==> config.mk <==
export PLATFORM = sky130hd
export DESIGN_NAME = dpram_bwc_flat
export DESIGN_NICKNAME = d
export VERILOG_FILES = /design/src/rtl/dpram_bwc_if.sv /design/src/rtl/dpram_bwc.sv /design/src/flat_wrapper.sv
export SDC_FILE = /design/constraint.sdc
export NUM_CORES = 1
export LEC_CHECK = 0
export CELL_PAD_IN_SITES_DETAIL_PLACEMENT = 1
export CELL_PAD_IN_SITES_GLOBAL_PLACEMENT = 1
export CORE_ASPECT_RATIO = 0.9
export CORE_MARGIN = 2
export CORE_UTILIZATION = 45
export CTS_BUF_LIST = sky130_fd_sc_hd__clkbuf_4 sky130_fd_sc_hd__clkbuf_8 sky130_fd_sc_hd__clkbuf_16
export CTS_CLUSTER_SIZE = 12
export DETAILED_ROUTE_END_ITERATION = 8
export GPL_ROUTABILITY_DRIVEN = 0
export HOLD_SLACK_MARGIN = 0.06
export PLACE_DENSITY = 0.7
export SYNTH_ARGS = -nofsm -noshare
export SYNTH_HDL_FRONTEND = slang
export SYNTH_SLANG_ARGS = --single-unit
==> constraint.sdc <==
create_clock -name clk -period 4.1 [get_ports clk]
set_clock_uncertainty 0.1 [all_clocks]
set_input_delay 0.82 -clock clk [delete_from_list [all_inputs] [get_ports clk]]
set_output_delay 0.82 -clock clk [all_outputs]
set_load 0.005 [all_outputs]
==> src/rtl/dpram_bwc_if.sv <==
// Bus bundle for the dual-port byte-write RAM: two read/write ports,
// the clear request and busy, and the collision strobe.
interface dpram_bwc_if #(
   parameter int DW = 32,
   parameter int NB = 4,
   parameter int AW = 4
);
   logic          clr;
   logic          busy;
   logic          rEn0, rEn1;
   logic [NB-1:0] wEn0, wEn1;
   logic [AW-1:0] addr0, addr1;
   logic [DW-1:0] wData0, wData1;
   logic [DW-1:0] rData0, rData1;
   logic          rValid0, rValid1;
   logic          coll;

   modport master (
      output clr, rEn0, rEn1, wEn0, wEn1, addr0, addr1, wData0, wData1,
      input  busy, rData0, rData1, rValid0, rValid1, coll
   );

   modport slave (
      input  clr, rEn0, rEn1, wEn0, wEn1, addr0, addr1, wData0, wData1,
      output busy, rData0, rData1, rValid0, rValid1, coll
   );
endinterface

==> src/rtl/dpram_bwc.sv <==
// True dual-port RAM with per-lane write enables, selectable read-during-write
// behaviour, optional output register and a hardware clear sweep.
module dpram_bwc #(
   parameter int    MD         = 16,
   parameter int    DW         = 32,
   parameter int    BW         = 8,
   parameter string RDW        = "OLD",
   parameter int    OREG       = 0,
   parameter int    CLR_ON_RST = 1,
   localparam int   NB         = DW / BW,
   localparam int   AW         = $clog2(MD)
) (
   input logic        clk,
   input logic        rst_n,
   dpram_bwc_if.slave bus
);
   typedef enum logic {IDLE, CLEAR} state_t;

   state_t  state_q, state_d;
   logic [AW-1:0] cnt_q, cnt_d;
   logic    busy;

   logic [DW-1:0] mem [MD];

   logic [1:0]         re;
   logic [1:0][NB-1:0] we;
   logic [1:0][AW-1:0] ad;
   logic [1:0][DW-1:0] wd, rd_now, rd_s1;
   logic [1:0]         v_s1;
   logic               coll_q;

   assign busy     = (state_q == CLEAR);
   assign bus.busy = busy;

   // User traffic is masked at the source so the sweep owns the array.
   assign re = {bus.rEn1, bus.rEn0} & {2{~busy}};
   assign we = {bus.wEn1 & {NB{~busy}}, bus.wEn0 & {NB{~busy}}};
   assign ad = {bus.addr1, bus.addr0};
   assign wd = {bus.wData1, bus.wData0};

   always_ff @(posedge clk or negedge rst_n) begin
      if (!rst_n) begin
         state_q <= (CLR_ON_RST != 0) ? CLEAR : IDLE;
         cnt_q   <= '0;
      end else begin
         state_q <= state_d;
         cnt_q   <= cnt_d;
      end
   end

   always_comb begin
      state_d = state_q;
      cnt_d   = cnt_q;
      case (state_q)
         IDLE:  if (bus.clr) state_d = CLEAR;
         CLEAR: begin
            if (cnt_q == AW'(MD - 1)) begin
               state_d = IDLE;
               cnt_d   = '0;
            end else begin
               cnt_d = cnt_q + 1'b1;
            end
         end
         default: state_d = IDLE;
      endcase
   end

   // Port 0 is written last so it wins overlapping lanes on a shared address.
   always_ff @(posedge clk) begin
      if (busy) begin
         mem[cnt_q] <= '0;
      end else begin
         for (int b = 0; b < NB; b++) begin
            if (we[1][b]) mem[ad[1]][b*BW +: BW] <= wd[1][b*BW +: BW];
            if (we[0][b]) mem[ad[0]][b*BW +: BW] <= wd[0][b*BW +: BW];
         end
      end
   end

   // Only a port's own lanes bypass in NEW mode; the other port is never seen.
   always_comb begin
      rd_now = '0;
      for (int p = 0; p < 2; p++) begin
         rd_now[p] = mem[ad[p]];
         for (int b = 0; b < NB; b++)
            if (RDW == "NEW" && we[p][b]) rd_now[p][b*BW +: BW] = wd[p][b*BW +: BW];
      end
   end

   always_ff @(posedge clk or negedge rst_n) begin
      if (!rst_n) begin
         rd_s1  <= '0;
         v_s1   <= '0;
         coll_q <= 1'b0;
      end else begin
         v_s1   <= re;
         for (int p = 0; p < 2; p++)
            if (re[p]) rd_s1[p] <= rd_now[p];
         coll_q <= (ad[0] == ad[1]) && (|we[0]) && (|we[1]);
      end
   end

   generate
      if (OREG != 0) begin : g_oreg
         logic [1:0][DW-1:0] rd_s2;
         logic [1:0]         v_s2;
         always_ff @(posedge clk or negedge rst_n) begin
            if (!rst_n) begin
               rd_s2 <= '0;
               v_s2  <= '0;
            end else begin
               v_s2 <= v_s1;
               for (int p = 0; p < 2; p++)
                  if (v_s1[p]) rd_s2[p] <= rd_s1[p];
            end
         end
         assign bus.rData0  = rd_s2[0];
         assign bus.rData1  = rd_s2[1];
         assign bus.rValid0 = v_s2[0];
         assign bus.rValid1 = v_s2[1];
      end else begin : g_noreg
         assign bus.rData0  = rd_s1[0];
         assign bus.rData1  = rd_s1[1];
         assign bus.rValid0 = v_s1[0];
         assign bus.rValid1 = v_s1[1];
      end
   endgenerate

   assign bus.coll = coll_q;
endmodule

==> src/flat_wrapper.sv <==
// flat-port wrapper written by rule: the top's interface ports become plain ports
module dpram_bwc_flat 
#(
   parameter int    MD         = 16,
   parameter int    DW         = 32,
   parameter int    BW         = 8,
   parameter string RDW        = "   ",
   parameter int    OREG       = 0,
   parameter int    CLR_ON_RST = 1,
   localparam int   NB         = DW / BW,
   localparam int   AW         = $clog2(MD)
)
  (clk, rst_n, bus_clr, bus_rEn0, bus_rEn1, bus_wEn0, bus_wEn1, bus_addr0, bus_addr1, bus_wData0, bus_wData1, bus_busy, bus_rData0, bus_rData1, bus_rValid0, bus_rValid1, bus_coll);
  dpram_bwc_if #(.DW(DW)) bus_i ();
  input logic clk;
  input logic rst_n;
  input wire logic [$bits(bus_i.clr)-1:0] bus_clr;
  input wire logic [$bits(bus_i.rEn0)-1:0] bus_rEn0;
  input wire logic [$bits(bus_i.rEn1)-1:0] bus_rEn1;
  input wire logic [$bits(bus_i.wEn0)-1:0] bus_wEn0;
  input wire logic [$bits(bus_i.wEn1)-1:0] bus_wEn1;
  input wire logic [$bits(bus_i.addr0)-1:0] bus_addr0;
  input wire logic [$bits(bus_i.addr1)-1:0] bus_addr1;
  input wire logic [$bits(bus_i.wData0)-1:0] bus_wData0;
  input wire logic [$bits(bus_i.wData1)-1:0] bus_wData1;
  output wire logic [$bits(bus_i.busy)-1:0] bus_busy;
  output wire logic [$bits(bus_i.rData0)-1:0] bus_rData0;
  output wire logic [$bits(bus_i.rData1)-1:0] bus_rData1;
  output wire logic [$bits(bus_i.rValid0)-1:0] bus_rValid0;
  output wire logic [$bits(bus_i.rValid1)-1:0] bus_rValid1;
  output wire logic [$bits(bus_i.coll)-1:0] bus_coll;
  assign bus_i.clr = bus_clr;
  assign bus_i.rEn0 = bus_rEn0;
  assign bus_i.rEn1 = bus_rEn1;
  assign bus_i.wEn0 = bus_wEn0;
  assign bus_i.wEn1 = bus_wEn1;
  assign bus_i.addr0 = bus_addr0;
  assign bus_i.addr1 = bus_addr1;
  assign bus_i.wData0 = bus_wData0;
  assign bus_i.wData1 = bus_wData1;
  assign bus_busy = bus_i.busy;
  assign bus_rData0 = bus_i.rData0;
  assign bus_rData1 = bus_i.rData1;
  assign bus_rValid0 = bus_i.rValid0;
  assign bus_rValid1 = bus_i.rValid1;
  assign bus_coll = bus_i.coll;
  dpram_bwc #(.MD(MD), .DW(DW), .BW(BW), .RDW(RDW), .OREG(OREG), .CLR_ON_RST(CLR_ON_RST)) u_core (.clk(clk), .rst_n(rst_n), .bus(bus_i));
endmodule
==> reports/metrics.yaml, run 1 <==
r2r-start: "u_core.bus.busy"
stdcell_area_mm2: 0.0391
powerDensity_mw_per_mm2: 550
cts_hold_buf: 0
layout.cells.most_common: "edfxtp_1"
cts_tree: "done"
syn2layout_area_growth_pct: 15.9
crit_path_start_kind: "input pin"
die_area_mm2: 0.0773
wire_per_inst_um: 33.1
worstPathArrival_ps: 3580
combPwrFrac_pct: 27.9
placed_area_mm2: 0.0368
min_period_ps: 3310
drv_slew: 0
portBuffers: 152
final_hold_viol_count: 0
p_leak_nw: 14.7
fin_tns_setup_ps: 0
vdd_drop_max_uv: 315
cap_violations: 0
grt_max_degree: 81
cts_resized: 0
synth-edff-count: 512
met3_usage_pct: 7.61
worstSetupEndpointType: "register"
ys_ff_latch: 584
rsz0062_at_grt: "false"
ctsLongestPathBuffers: 3
worstSkewPairLatency_ps: 620
critPathSlowestCell: "mux2i_2"
status: "finished clean"
drt_iter0_drc: 2726
ios: 153
max_slew.worst_pin.slew_ps: 1360
synthArstFlopShare_pct: 12.3
grt_most_used_layer: "met2"
fin_nets: 2894
post-cts-setup-buffer-count: 0
firstDrtPassIters: 6
routed_wl_mm: 127
crit_family: "multiplexers"
fin_crit_sh_pct: 80.8
ys_seq_area_share_pct: 50.9
numCtsBuffers: 68
worst-r2r-setup-slack_ps: 1060
pwr-share-clk_pct: 29.6
power.internal_mw: 14.6
worstReg2RegEnd: "u_core.mem[2][14]"
final_util_pct: 52.5
drc: 0
critPathMaxFanout: 16
crit_required_ps: 4370
p_sw_mw: 6.94
htreeDepth: 3
synthFlopType: "edfxtp_1"
die_x_um: 293
vias: 25534
synth_area_mm2: 0.0338
final_layout_size_suffix_gt1_share_pct: 28.8
die_h_um: 264
worstSetupPathType: "input pin to register"
use_met2_pct: 50.4
clk_pin_slew_ps: 60
ys_warn_count: 0
switching_share_pct: 32.2
syn_nets: 2757
r2r_cells: 4
grt-ovfl-total: 0
setup_viol: 0
vias_per_cell: 6.67
core_area_mm2: 0.0745
dpl.hpwl_mm: 83.1
power.share.sequential_pct: 42.5
met1_usage_pct: 44.1
syn-instance-count: 2671
synth.avg_cell_area_um2: 12.6
grt_pass1_vias: 26410
ys_types: 55
antenna_found_initial: 2
clock_sinks: 584
layout_common_cells: "edfxtp_1 (512), mux2_2 (346), mux2i_1 (320)"
fillCellCount: 7419
slew_headroom_pct: 7.33
row_count: 95
ant_nets: 0
initial_utilization_pct: 45.3
worst_path_largest_cell_delay_ps: 1100
grt_usage_pct: 32.4
hold_class: "input pin to asynchronous set/reset pin"
grt_pass1_wl_mm: 182
clockRootBuffer: "clkbuf_16"
crit_buf_inv: 2
cp_cell_sequence: "clkdlybuf4s50_1 -> nor4_4 -> nor2_4 -> mux2i_2 -> o31ai_1 -> buf_4"
fmax_mhz: 302
[stage by stage]
step / setup slack (ps) / hold slack, ps / power [mW] / std cells
floorplan: 1030 / 372 / 12.1 / 2671
global placement: 319 / 362 / 14.9 / 3708
detailed placement: 307 / 375 / 15.1 / 3708
CTS: 929 / 267 / 21.5 / 3827
global route: 749 / 295 / 22.2 / 3827
finish: 789 / 255 / 21.5 / 3828
[per-layer routing]
metal | wire length [µm] | vias up | part of all wire [%]
met1 | 52000 | 13274 | 41
li1 | - | 10580 | -
met3 | 12000 | 271 | 9.5
met2 | 57400 | 1407 | 45
met5 | 12 | - | 0.0095
met4 | 5080 | 2 | 4.0
[registers in the layout, indices dropped and copies added (netlist names)]
signal             cells
u_core.bus.busy        1
u_core.cnt_q           4
u_core.v_s1            2
u_core.bus.rData0     32
u_core.bus.rData1     32
u_core.mem           512
u_core.bus.coll        1
[logic make-up after synthesis]
logic type      synth area share (%)
compound gates                  8.78
xor+xnor                       0.130
fa+ha+maj                     0.0370
buf+inv                         3.66
flops                           50.9
mux                             27.8
simple gates                    8.70
[power groups by stage]
stage | clock [mW] | combinational [mW] | sequential [mW]
5_1_grt | 6.65 | 6.34 | 9.25
3_5_place_dp | 0 | 5.90 | 9.22
3_3_place_gp | 0 | 5.71 | 9.17
2_1_floorplan | 0 | 3.23 | 8.82
6_report | 6.37 | 6.00 | 9.16
4_1_cts | 6.43 | 5.95 | 9.12
[layout make-up]
cell class | count | area (µm²) | share of cell area [%]
clock inverters | 22 | 253 | 0.646
repair buffers | 315 | 2850 | 7.27
clock buffers | 97 | 2040 | 5.22
inverters | 22 | 82.6 | 0.211
multi-input cells | 1817 | 15500 | 39.7
well taps | 970 | 1210 | 3.10
diodes | 1 | 2.50 | 0.00639
flip-flops and latches | 584 | 17200 | 43.9
[worst max path at each step]
stage | from | end | slack (ps) | depth (start not counted)
6_report | bus_wEn1[2] | u_core.mem[2][14] | 790 | 6
5_1_grt | bus_wEn1[2] | u_core.mem[2][13] | 750 | 6
4_1_cts | bus_wEn1[2] | u_core.mem[2][14] | 930 | 6
3_5_place_dp | bus_wEn1[2] | u_core.mem[2][13] | 310 | 6
3_3_place_gp | bus_wEn1[2] | u_core.mem[3][27] | 320 | 6
2_1_floorplan | bus_wEn1[2] | u_core.mem[3][0] | 1030 | 6
[cell usage after synthesis (all sizes together), types with 3 or more instances]
cell type	number	share of area [%]
a21oi	54	0.80
a22oi	127	2.8
a31oi	19	0.35
and2	36	0.67
and3	3	0.056
buf	127	2.1
clkbuf	121	1.4
dfrtp	71	5.3
edfxtp	512	46
inv	22	0.24
mux2	348	12
mux2i	326	9.8
mux4	96	6.4
nand2	288	3.2
nand2b	8	0.15
nand3	112	2.1
nand4	24	0.44
nor2	54	0.67
nor2b	20	0.37
nor3	18	0.81
o21ai	169	2.5
o221ai	14	0.36
o22ai	18	0.33
o31ai	59	1.4
o32ai	6	0.18
xnor2	4	0.10
Note: power is estimated with default switching activity, not from simulation.
==> run 2: changes to the inputs <==
clock period = 3.2 ns   (was 4.1 ns; I/O delays follow)
==> run 2 against run 1 <==
  * Register-to-register slack worse by 630 ps
  * Hold slack better by 71 ps
  * Die area stayed put
  * Sequential power is 28% higher
  * Count of clock-buffer cells in the layout down 6
  * Total power is 28% higher
  * First-iteration DRC count grew 1.4%
  * Sequential share of layout area shrank 0.93 points
  * Global-route usage rose by 0.98 points
  * Utilization rose by 1.1 points
  * Setup slack worse by 620 ps
  * Wire length grew 2.6%
  * Largest cell class unchanged
  * Largest power group unchanged
  * Highest routed layer unchanged
==> reports/metrics.yaml, run 2 (synthesized netlist as in run 1, its figures left out) <==
combPwrFrac_pct: 29.5  # +1.6 points
hold_ws_ps: 326  # +71.0 ps
firstDrtPassIters: 5  # -1
hold_class: "input pin to asynchronous set/reset pin"
clk_pin_slew_ps: 60  # about the same
cts_resized: 0  # unchanged
drt_iter0_drc: 2763  # +1.4%
die_x_um: 293  # unchanged
row_count: 95  # unchanged
dp.cells: 3805  # +2.6%
antennaDiodeCount: 0  # -1
crit_required_ps: 3470  # -900 ps
area.sequential_mm2: 0.0172  # unchanged
power.internal_mw: 18.5  # +26%
worstSetupEndpointType: "register"
r2r-start: "u_core.bus.busy"
p_sw_mw: 9.02  # +30%
grt-ovfl-total: 0  # unchanged
final_layout_size_suffix_gt1_share_pct: 31.0  # +2.2 points
powerDensity_mw_per_mm2: 687  # +25%
clock_sinks: 584  # unchanged
final_hold_viol_count: 0  # unchanged
portBuffers: 152  # unchanged
worstSkewPairLatency_ps: 610  # about the same
fmax_mhz: 330
multiInputGateArea_mm2: 0.0155  # unchanged
final_util_pct: 53.7  # +1.1 points
min_period_ps: 3030
worst_slack_ps: 167  # -621 ps
vdd_drop_max_uv: 413  # +31%
die_h_um: 264  # unchanged
setup_viol: 0  # unchanged
crit_end: "u_core.mem[8][28]"
clockRootBuffer: "clkbuf_16"
placed_area_mm2: 0.0378  # +2.7%
grt_pass1_wl_mm: 189  # +3.7%
worst-r2r-setup-slack_ps: 430  # -630 ps
post-place-ws_ps: -337  # -645 ps
vias: 26027  # +1.9%
status: "finished clean"
cts_tree: "done"
crit_path_start: "bus_wEn1[2]"
worstSetupPathType: "input pin to register"
pwr-share-clk_pct: 27.9  # -1.7 points
drc: 0  # unchanged
stdcell_area_mm2: 0.0400  # +2.2%
ant_nets: 0  # unchanged
crit_path_start_kind: "input pin"
syn2layout_area_growth_pct: 18.4
numCtsBuffers: 66  # -2.9%
fillCellCount: 7407  # -0.16%
grt_usage_pct: 33.4  # +0.98 points
power_mw: 27.5  # +28%
fin_crit_sh_pct: 94.8
grt_pass1_vias: 27336  # +3.5%
dpl.hpwl_mm: 85.6  # +3.1%
grt_max_degree: 77  # -4.9%
slew_headroom_pct: 39.9  # +33 points
largest_reg_flops: 512  # unchanged
initial_utilization_pct: 45.3  # unchanged
worstReg2RegEnd: "u_core.mem[8][28]"
fin_nets: 2990  # +3.3%
critPathMaxFanout: 16  # unchanged
wire_per_inst_um: 33.1  # about the same
worstPathArrival_ps: 3300  # -280 ps
layout_common_cells: "edfxtp_1 (512), mux2_2 (346), mux2i_1 (320)"
antenna_found_initial: 4  # +2
rsz0062_at_grt: "false"
core_area_mm2: 0.0745  # unchanged
vias_per_cell: 6.63  # -0.59%
top_register: "u_core.mem"
max_slew.worst_pin.slew_ps: 883  # -480 ps
ios: 153  # unchanged
layout.cells.most_common: "edfxtp_1"
fin_tns_setup_ps: 0  # unchanged
power.share.sequential_pct: 42.6  # about the same
layout.cells.non_filler: 3925  # +2.5%
cap_violations: 0  # unchanged
routed_wl_mm: 130  # +2.6%
die_area_mm2: 0.0773  # unchanged
switching_share_pct: 32.8  # +0.60 points
drv_slew: 0  # unchanged
r2r_cells: 5  # +1
ctsLongestPathBuffers: 3  # unchanged
htreeDepth: 3  # unchanged
p_leak_nw: 15.2  # +3.3%
[run 2: cell types whose count changed in the layout (fill, tap and decap cells not counted)]
cell and delta:
clkinv_1 +4, clkbuf_4 -2, diode_2 -1, dlygate4sd3_1 +1, clkbuf_8 -2, bufinv_16 -4, clkinv_2 +5, inv_6 +1
buf_4 +75, clkbuf_16 -2, buf_12 +22
[run 2: worst min-delay path by stage]
| stage | from | end | slack (ps) | cells after the start |
|---|---|---|---|---|
| floorplan | rst_n | u_core.bus.coll | 240 | 0 |
| global placement | u_core.bus.rData1[24] | u_core.bus.rData1[24] | 360 | 2 |
| detailed placement | u_core.bus.rData1[21] | u_core.bus.rData1[21] | 370 | 2 |
| CTS | rst_n | u_core.bus.rData1[29] | 320 | 2 |
| global route | rst_n | u_core.bus.rData0[22] | 330 | 2 |
| finish | rst_n | u_core.bus.rData0[22] | 330 | 2 |
[run 2: per-layer routing]
metal  GRT usage, %  part of all wire [%]
met1           44.1                    39
met2           52.6                    46
met3           8.55                    10
met4           13.8                   4.4
met5              0                 0.029
[run 2: power by group through the flow]
stage          clock network (mW)  registers (mW)  logic (mW)
2_1_floorplan                   0            11.3        4.14
3_3_place_gp                    0            11.7        7.65
3_5_place_dp                    0            11.8        7.93
4_1_cts                      7.72            11.7        8.01
5_1_grt                      7.99            11.8        8.54
6_report                     7.67            11.7        8.11
[run 2: layout make-up]
| cell class | count | share of cell area, % |
|---|---|---|
| inverters | 22 | 0.206 |
| multi-input cells | 1817 | 38.8 |
| well taps | 970 | 3.03 |
| clock buffers | 91 | 4.88 |
| clock inverters | 28 | 0.454 |
| repair buffers | 413 | 9.65 |
| flip-flops and latches | 584 | 43.0 |
[run 2: repair_timing]
action,in CTS,in global routing
hold endpoints to repair,10,0
setup buffers,0,0
hold buffers,1,0
[run 2: worst max-delay path: stages]
cell,delay (ps)
clkdlybuf4s50_1,480
nor4_4,500
buf_4,210
nor2_4,60
buf_4,200
mux2i_4,720
o31ai_1,250
buf_4,230
